===== src/rtl/max_pool.sv =====
// rtl/max_pool.sv - 1D signed max-pooling stage with valid/ready handshakes
module max_pool #(
  parameter int DATA_WIDTH = 12,
  parameter int POOL_SIZE  = 2
) (
  input  logic                  clk,
  input  logic                  rst,
  output logic                  max_pool_ready_in,
  input  logic                  max_pool_valid_in,
  input  logic [DATA_WIDTH-1:0] max_pool_data_in,
  input  logic                  max_pool_ready_out,
  output logic                  max_pool_valid_out,
  output logic [DATA_WIDTH-1:0] max_pool_data_out
);

  localparam int CNT_W = (POOL_SIZE > 1) ? $clog2(POOL_SIZE) : 1;
  localparam logic [CNT_W-1:0] LAST = CNT_W'(POOL_SIZE - 1);

  logic [CNT_W-1:0]             cnt;
  logic signed [DATA_WIDTH-1:0] acc;
  logic signed [DATA_WIDTH-1:0] sample;
  logic signed [DATA_WIDTH-1:0] running_max;
  logic signed [DATA_WIDTH-1:0] window_max;
  logic [DATA_WIDTH-1:0]        data_reg;
  logic                         valid_reg;
  logic                         is_last;
  logic                         in_xfer;
  logic                         out_xfer;

  assign sample      = $signed(max_pool_data_in);
  assign running_max = (acc > sample) ? acc : sample;
  // A one-sample window has no accumulated history, so the sample itself is the result.
  assign window_max  = (POOL_SIZE == 1) ? sample : running_max;

  assign is_last  = (cnt == LAST);
  assign in_xfer  = max_pool_valid_in & max_pool_ready_in;
  assign out_xfer = valid_reg & max_pool_ready_out;

  // Only the window-closing sample needs the output register free; earlier samples just fold into acc.
  assign max_pool_ready_in  = ~valid_reg | max_pool_ready_out | ~is_last;
  assign max_pool_valid_out = valid_reg;
  assign max_pool_data_out  = data_reg;

  // Window counter and running maximum.
  always_ff @(posedge clk) begin
    if (rst) begin
      cnt <= '0;
      acc <= '0;
    end else if (in_xfer) begin
      if (is_last) begin
        cnt <= '0;
      end else begin
        cnt <= cnt + CNT_W'(1);
        if (cnt == '0) begin
          acc <= sample;
        end else begin
          acc <= running_max;
        end
      end
    end
  end

  // Output register: load on window close (even while draining), clear valid on a bare drain.
  always_ff @(posedge clk) begin
    if (rst) begin
      valid_reg <= 1'b0;
      data_reg  <= '0;
    end else if (in_xfer && is_last) begin
      valid_reg <= 1'b1;
      data_reg  <= window_max;
    end else if (out_xfer) begin
      valid_reg <= 1'b0;
    end
  end

endmodule


===== config.mk =====
export PLATFORM = sky130hd
export DESIGN_NAME = max_pool
export DESIGN_NICKNAME = d
export VERILOG_FILES = /design/src/rtl/max_pool.sv
export SDC_FILE = /design/constraint.sdc
export NUM_CORES = 1
export LEC_CHECK = 0
export ABC_AREA = 1
export BUFFER_PORTS_ARGS = -buffer_cell sky130_fd_sc_hd__buf_2
export CAP_MARGIN = 40
export CORE_MARGIN = 5
export CORE_UTILIZATION = 58
export DETAILED_ROUTE_END_ITERATION = 10
export PLACE_DENSITY = 0.83
export SLEW_MARGIN = 20
export SYNTH_ARGS = -nofsm -noshare
export SYNTH_HDL_FRONTEND = slang
export SYNTH_SLANG_ARGS = --single-unit

===== constraint.sdc =====
create_clock -name clk -period 5.2 [get_ports clk]
set_clock_uncertainty 0.05 [all_clocks]
set_input_delay 0.52 -clock clk [delete_from_list [all_inputs] [get_ports clk]]
set_output_delay 0.52 -clock clk [all_outputs]
set_load 0.01 [all_outputs]

Word level (Yosys, flattened, before mapping)

Cells that the tools add are included.

Bits in registers: 26
Bits in latches: 0
Memory bits (writable): 0
Memory bits (read-only): 0
Input bits: 16
Output and inout bits: 14
Word-level logic and storage cells: 19
Memories: 0

$add $sub $neg: 1
$mul: 0
Div/mod/pow operators: 0
$lt $le $gt $ge: 1
Equality and inequality tests: 0
Shifts and indexed selects: 0
Multiplexer cells: 4
Bitwise logic cells: 6
Reduce and logical (&&, ||, !) cells: 3

Operator list:

| cell                  | number |
|---|---|
| $gt A12 B12 Y1        | 1 |
| $mux W12              | 1 |
| $mux W1               | 3 |
| $and A1 B1 Y1         | 2 |
| $not A1 Y1            | 2 |
| $or A1 B1 Y1          | 2 |
| $reduce_and A2 Y1     | 1 |
| $reduce_bool A2 Y1    | 1 |
| $add A1 B1 Y1 const B | 1 |
| $logic_and A1 B1 Y1   | 1 |

Longest topological paths before layout

Gate-level depths: netlist of run 1.

Word-level depth: 6
Mapped depth: 15

Worst setup path before layout of run 1

OpenSTA, ideal clock, no wires.

Kind: input-to-reg
From: input max_pool_data_in[11]
To: register data_reg[0] (netlist: max_pool_data_out[0])
Library setup time: 0.113 ns
Arrival: 1.745 ns
Required time: 5.037 ns
Slack: 3.292 ns
Cell stages on the path: 14
Path buffers: 1
Cells stage by stage: inv_1 ha_1 nand2_1 inv_2 nand2_4 nor2_4 nand2_2 nand3_2 nand2_1 nand2_2 buf_6 nand3_1 nand3_1 nand2_1

Longest elaborated chain between the ends: 2

RTL lines:

| what                   | RTL line | RTL |
|---|---|---|
| start: declaration     | 10       | `input logic [DATA_WIDTH-1:0] max_pool_data_in,` |
| $gt A12 B12 Y1         | 31       | `assign running_max = (acc > sample) ? acc : sample;` |
| $mux W12               | 31       |  |
| end signal: assignment | 70       | `data_reg <= window_max;` |
| end: declaration       | 24       | `logic [DATA_WIDTH-1:0] data_reg;` |

Every way passes these cells.
A chain may end at the register's enable or synchronous reset.

Worst setup path in the final report of run 1

From: register acc[11]
To: register data_reg[11] (netlist: max_pool_data_out[11])

Longest elaborated chain between the ends: 2

RTL lines:

| what                     | RTL line | RTL |
|---|---|---|
| start: declaration       | 20       | `logic signed [DATA_WIDTH-1:0] acc;` |
| start signal: assignment | 55       | `acc <= sample;` |
| start signal: assignment | 57       | `acc <= running_max;` |
| $gt A12 B12 Y1           | 31       |  |
| $mux W12 (*)             | 31       |  |

Mark *: on every way between the ends. The rest lies on a longest branch, timed or not.

==> results of run 1 <==
logic make-up (layout without fill, tap and decap cells):
| group | Yosys count | after routing |
|---|---|---|
| adders and majority gates | 12 | 12 |
| and+or+nand+nor | 105 | 105 |
| buffers and inverters | 47 | 72 |
| AOI/OAI and AO/OA | 18 | 18 |
| DFF | 26 | 26 |
flip-flops by register name (all words and copies together), names as in the netlist:
name and flops:
acc 12, cnt 1, max_pool_data_out 12, max_pool_valid_out 1
how the worst max path moves through the flow:
stage	depth (start not counted)	startpoint	slack, ns	to
after floorplan	14	max_pool_data_in[11]	3.29	max_pool_data_out[0]
after global placement	12	max_pool_data_in[11]	2.88	max_pool_data_out[10]
after detailed placement	12	max_pool_data_in[11]	2.84	max_pool_data_out[9]
after CTS	10	acc[11]	3.17	max_pool_data_out[11]
after global routing	10	acc[11]	2.94	max_pool_data_out[1]
final	10	acc[11]	3.17	max_pool_data_out[11]
critical path, cell delays in order, from the launching register on:
cell and delay, ns:
dfxtp_1 0.35, ha_1 0.35, nand2_1 0.11, inv_2 0.07, nand2_4 0.05, nor2_4 0.12, nand4_2 0.29, nand3_2 0.33
nand2_1 0.08, nand3_1 0.08, nand2_1 0.05
layout by cell type (no fill, tap or decap), types with 2 or more instances in the layout:
master    synthesis  routed
nor2_1           14      14
ha_1             12      12
inv_2             8       8
buf_2             1      29
nand2_1          54      54
dfxtp_1          26      26
clkbuf_4          1       3
inv_1            31      31
nor2_4            2       2
nand2_2           2       2
nand3_2           2       2
nand4_1           2       2
nand3_1          24      24
a211oi_1         12      12
a21oi_1           4       4
cell type report:
| class | instances | area, sq um | area share (%) |
|---|---|---|---|
| timing repair buffer | 30 | 152.6 | 9.201 |
| tap | 30 | 37.54 | 2.262 |
| multi-input combinational | 135 | 779.5 | 46.98 |
| clock buffer | 3 | 22.52 | 1.357 |
| sequential | 26 | 520.5 | 31.37 |
| inverter | 39 | 146.4 | 8.824 |
power by group:
part / internal (uW) / total [uW] / switching (uW)
clock network: 27.1 / 84.2 / 57.1
registers: 214 / 224 / 9.60
logic: 43.1 / 113 / 70.3
total: 284 / 421 / 137
per-layer routing:
metal | vias to the layer above | wire (microns) | part of all wire [%]
met2 | 23 | 1360 | 46
met3 | 6 | 135 | 4.6
met5 | - | 0 | 0
li1 | 709 | - | -
met4 | 0 | 34 | 1.2
met1 | 560 | 1398 | 48
through the flow:
step / instance area (sq um) / hold WS, ns / setup WS, ns
3_3_place_gp: 1637 / 0.3839 / 2.882
2_1_floorplan: 1504 / 0.4193 / 3.292
3_5_place_dp: 1637 / 0.3900 / 2.839
4_1_cts: 1659 / 0.3702 / 3.174
5_1_grt: 1659 / 0.3759 / 2.935
6_report: 1659 / 0.3712 / 3.170
==> flow_summary.yaml, run 1 <==
yosys:
  synth-main-ff-cell: "dfxtp_1"
  synth_area_sq_um: 1504
  synthSimpleGateAreaFrac_pct: 33.53
  netlist_top_cells_area: "dfxtp_1 (35%), nand2_1 (13%), ha_1 (10%)"
  yosys-mux-area-fraction_pct: 0
  synth_top_area_share_pct: 34.61
  synth-edff-count: 0
  synthTopCellsByCount: "nand2_1 (54), inv_1 (31), dfxtp_1 (26)"
  synthesis.nets: 236
  seq_area_frac_synth_pct: 34.61
  yosys_warnings: 0
  synth_compound_area_share_pct: 8.319
  ys_types: 25
  async_reset_ff_share_pct: 0
  post-synth-top-count-cell: "nand2_1"
  synth_cells: 208
  synth_top_family_by_area: "simple AND/OR/NAND/NOR gates"
  synth-xor-area-share_pct: 0
  synth_seq_cells: 26
  synth_fa_ha_area_share_pct: 9.983
  yosysTopAreaCell: "dfxtp_1"
  avgSynthCellArea_sq_um: 7.230
min_path:
  whs_endpoint: "cnt"
  hold_depth: 2
  min_from: "max_pool_valid_in"
  min_path_type: "in -> reg"
critical_path:
  startpoint_type: "register"
  cp.arrival_ns: 2.20
  crit_fanout: 13
  reg2reg_from: "acc[11]"
  required_ns: 5.37
  r2r-end: "max_pool_data_out[11]"
  crit_type: "reg -> reg"
  setup.worst_path.end_class: "register"
  rr_worst_depth: 10
  r2r_setup_slack_ns: 3.17
cts:
  cts_max_level: 1
  clock_latency_ns: 0.32
  ctsHoldBuffers: 0
  cts.sinks: 26
  cts_root_buf: "clkbuf_4"
  cts_made_buffers: 3
  cts_tree: "yes"
  cts_repair_resize_count: 0
  clk_pin_slew_ns: 0.13
  cts_buffer_depth: 2
  postCtsSetupBuffers: 0
timing:
  worst_pin_slew_ns: 0.7965
  hold_viol: 0
  fin_crit_sh_pct: 39.04
  fmax_mhz: 492.6
  relSlewSlack_pct: 46.71
  setup_viol: 0
  finalSetupTns_ns: 0
  rsz0062_at_grt: "false"
  finalMaxSlewViolations: 0
  fin_crit_ns: 2.030
die:
  die_x_microns: 60.92
  die_h_microns: 60.92
  core_area_sq_um: 2477
  io_pins: 30
  row_count: 18
  start_util_pct: 60.71
  die_area_sq_um: 3711
finish:
  nFillCells: 249
  area_growth_syn_to_layout_pct: 10.32
  drive_above_1_share_pct: 22.32
  num_antenna_cells: 0
  fin_util_pct: 66.97
  nets: 263
  fin_cells: 263
detailed_routing:
  vias: 1298
  first_pass_iters: 4
  routedWlPerCell_microns: 11.13
  drt_first_iter_violations: 33
  wirelength_microns: 2928
  ant_nets: 0
  drcViolationCount: 0
  viasPerCell: 4.935
placed_design:
  gp_congestion: 0.7765
  placed_cells: 260
  hpwl_microns: 2234
  portBuffers: 29
grt:
  grt_use_met3_pct: 3.191
  grt_max_degree: 25
  grt_overflow: 0
  grt_pass1_vias: 1253
  busiest_layer: "met2"
  grt_util_met1_pct: 23.84
  grt_usage_pct: 18.40
  use_met2_pct: 31.15
  antenna_found_initial: 0
  grt_pass1_wl_microns: 5168
power_and_ir_drop:
  p_total_uw: 421.2
  p_leak_uw: 0.0009356
  ir_drop_v: 0.0001974
  powerDensity_nw_per_um2: 253.9
job:
  drv_cap: 0
status:
  status: "completed"
Note: power is estimated with default switching activity, not from simulation.
==> run 2: changes to the inputs <==
--- a/config.mk
+++ b/config.mk
@@ -5,13 +5,13 @@
 export SDC_FILE = /design/constraint.sdc
 export NUM_CORES = 1
 export LEC_CHECK = 0
-export ABC_AREA = 1
+export ABC_AREA = 0
 export BUFFER_PORTS_ARGS = -buffer_cell sky130_fd_sc_hd__buf_2
 export CAP_MARGIN = 40
 export CORE_MARGIN = 5
-export CORE_UTILIZATION = 58
+export CORE_UTILIZATION = 50
 export DETAILED_ROUTE_END_ITERATION = 10
-export PLACE_DENSITY = 0.83
+export PLACE_DENSITY = 0.76
 export SLEW_MARGIN = 20
 export SYNTH_ARGS = -nofsm -noshare
 export SYNTH_HDL_FRONTEND = slang
==> constraint.sdc (replaced) <==
create_clock -name clk -period 1.7 [get_ports clk]
set_clock_uncertainty 0.05 [all_clocks]
set_input_delay 0.17 -clock clk [delete_from_list [all_inputs] [get_ports clk]]
set_output_delay 0.17 -clock clk [all_outputs]
set_load 0.01 [all_outputs]
==> run 2 against run 1 <==
Clock power grew to 5.4 times the previous value; the run now ends with setup timing left; clock-buffer cell count unchanged; sequential cell count is the same; highest routed layer unchanged; sequential power increased to 3.0 times the previous value; critical endpoint is now max_pool_data_out[10]; via count grew 43%.
==> flow_summary.yaml, run 2 <==
status:
  status: "finished with violations"
  violations: "setup timing"
detailed_routing:
  routedWlPerCell_microns: 17.16
  wirelength_microns: 5544
  first_pass_iters: 4
  viasPerCell: 5.731
  ant_nets: 0
  drt_first_iter_violations: 170
  vias: 1851
  drcViolationCount: 0
placed_design:
  gp_congestion: 0.8528
  pre_cts_ws_ns: -0.1225
  hpwl_microns: 3261
  placed_cells: 313
  portBuffers: 29
yosys:
  post-synth-top-count-cell: "nand2_1"
  synth_area_sq_um: 1678
  synth_cells: 215
  synthesis.nets: 243
  synth_top_area_share_pct: 31.02
  synth_seq_cells: 26
  synth-edff-count: 0
  synth-main-ff-cell: "dfxtp_1"
  synthTopCellsByCount: "nand2_1 (28), dfxtp_1 (26), inv_1 (25)"
  seq_area_frac_synth_pct: 31.02
  yosys_warnings: 0
  ys_types: 25
  yosysTopAreaCell: "dfxtp_1"
  async_reset_ff_share_pct: 0
  netlist_top_cells_area: "dfxtp_1 (31%), ha_1 (8.9%), a221o_1 (7.2%)"
  avgSynthCellArea_sq_um: 7.804
timing:
  fin_crit_sh_pct: 114.1
  setup_viol: 12
  fin_crit_ns: 1.939
  worst_pin_slew_ns: 0.4987
  finalHoldWorstSlack_ns: 0.06348
  relSlewSlack_pct: 66.75
  finalMaxSlewViolations: 0
  fmax_mhz: 515.7
  hold_viol: 0
  rsz0062_at_grt: "true"
  fin_ws_ns: -0.2391
power_and_ir_drop:
  powerDensity_nw_per_um2: 644.2
  pwr-share-clk_pct: 28.4
  pwr-share-seq_pct: 42.7
  p_total_uw: 1599
  ir_drop_v: 0.0003459
  p_sw_share_pct: 30.23
  intPower_uw: 1116
  p_sw_uw: 483.4
  p_leak_uw: 0.001044
  comb_power_share_pct: 28.9
finish:
  final_common_cell: "buf_4"
  area_growth_syn_to_layout_pct: 47.95
  num_antenna_cells: 0
  nets: 306
  drive_above_1_share_pct: 45.49
  fin_cells: 323
  fin_util_pct: 75.58
  final_cell_mix: "buf_4 (38), buf_2 (29), nand2_1 (28)"
min_path:
  min_path_type: "in -> reg"
  hold_depth: 3
  whs_endpoint: "cnt"
  min_from: "max_pool_valid_in"
critical_path:
  reg2reg_from: "acc[1]"
  setup.worst_path.end_class: "register"
  crit_type: "reg -> reg"
  required_ns: 1.93
  r2r_setup_slack_ns: -0.24
  crit_family: "compound AO/OA/AOI/OAI gates"
  startpoint_type: "register"
  cp_cell_sequence: "ha_4 -> nor2b_4 -> o211ai_1 -> a211o_2 -> buf_6 -> and4_1 -> nor3_2"
  cp_slowest_cell: "a211o_2"
  crit_path_max_incr_delay_ns: 0.43
  r2r-end: "max_pool_data_out[10]"
  critPathBufInv: 1
  rr_worst_depth: 7
  cp.arrival_ns: 2.17
  crit_fanout: 8
die:
  start_util_pct: 51.09
  row_count: 21
  io_pins: 30
  die_h_microns: 67.93
  core_area_sq_um: 3284
  die_area_sq_um: 4614
  die_x_microns: 67.93
job:
  drv_cap: 0
cts:
  cts_made_buffers: 3
  cts_max_level: 1
  ctsHoldBuffers: 0
  cts_tree: "yes"
  clk_pin_slew_ns: 0.16
  cts.sinks: 26
  clock_latency_ns: 0.34
  cts_buffer_depth: 2
  cts_root_buf: "clkbuf_4"
grt:
  grt_overflow: 0
  grt_pass1_wl_microns: 8500
  grt_pass1_vias: 1827
  grt_max_degree: 31
  grt_usage_pct: 24.45
  antenna_found_initial: 0
==> run 2: cell types whose count changed after synthesis, sizes merged, moves of 5 or more <==
cell    change
a211oi     -12
a21oi      +13
a221o      +12
a31oi      +12
and4       +12
clkbuf      +5
inv        -14
nand2      -29
nand3      -25
nor3       +12
or3        +12
==> run 2: final cells by class <==
cell class	instances	area, sq um
clock buffers	3	22.52
clock inverters	1	30.03
fillers	215	802.0
inverters	25	93.84
multi-input cells	148	1216
flip-flops and latches	26	535.5
well taps	46	57.56
repair buffers	74	526.8
==> run 2: timing repair <==
| action | 4_1_cts | 5_1_grt |
|---|---|---|
| pin swaps | 5 | 17 |
| resized for setup | 34 | 12 |
| setup buffers | 5 | 0 |
| setup endpoints to repair | 12 | 12 |
| gates cloned | 1 | 0 |
==> run 2: tightest hold or removal path, cell delays in order <==
cell and delay, ns:
buf_2 0.13, nor2_1 0.09, nor3_1 0.05
==> run 2: logic make-up (layout without fill, tap and decap cells) <==
group | Yosys count | count (layout) | share of synthesized area, %
AOI/OAI and AO/OA | 46 | 46 | 19.39
adders and majority gates | 12 | 12 | 8.948
buffers and inverters | 41 | 103 | 10.07
DFF | 26 | 26 | 31.02
and+or+nand+nor | 90 | 90 | 30.57
==> run 2: power by group through the flow <==
stage | Combinational, uW | Sequential (uW) | Clock [uW]
4_1_cts | 418 | 682 | 449
3_5_place_dp | 369 | 686 | 0
5_1_grt | 504 | 687 | 486
2_1_floorplan | 195 | 696 | 0
3_3_place_gp | 364 | 684 | 0
6_report | 462 | 682 | 454
==> run 2: worst max-delay path by stage <==
| stage | start | end | slack, ns | depth (start not counted) |
|---|---|---|---|---|
| after CTS | acc[9] | max_pool_data_out[7] | -0.08 | 7 |
| after global placement | max_pool_data_in[10] | max_pool_data_out[7] | -0.10 | 9 |
| after detailed placement | max_pool_data_in[11] | max_pool_data_out[5] | -0.12 | 8 |
| after floorplan | acc[11] | max_pool_data_out[0] | 0.02 | 6 |
| final | acc[1] | max_pool_data_out[10] | -0.24 | 7 |
| after global routing | acc[1] | max_pool_data_out[2] | -0.26 | 7 |
==> run 2: routing by layer <==
| metal | track usage, % | part of all wire (%) |
|---|---|---|
| met1 | 30.12 | 41 |
| met2 | 42.72 | 49 |
| met3 | 3.612 | 6.7 |
| met4 | 8.933 | 3.1 |
| met5 | 0 | 0 |
==> run 2: metrics by stage <==
step / cell area (sq um) / TNS [ns]
after global placement: 2123 / -0.8646
after CTS: 2431 / -0.7742
after floorplan: 1680 / 0
after global routing: 2482 / -2.920
final: 2482 / -2.433
after detailed placement: 2123 / -1.054
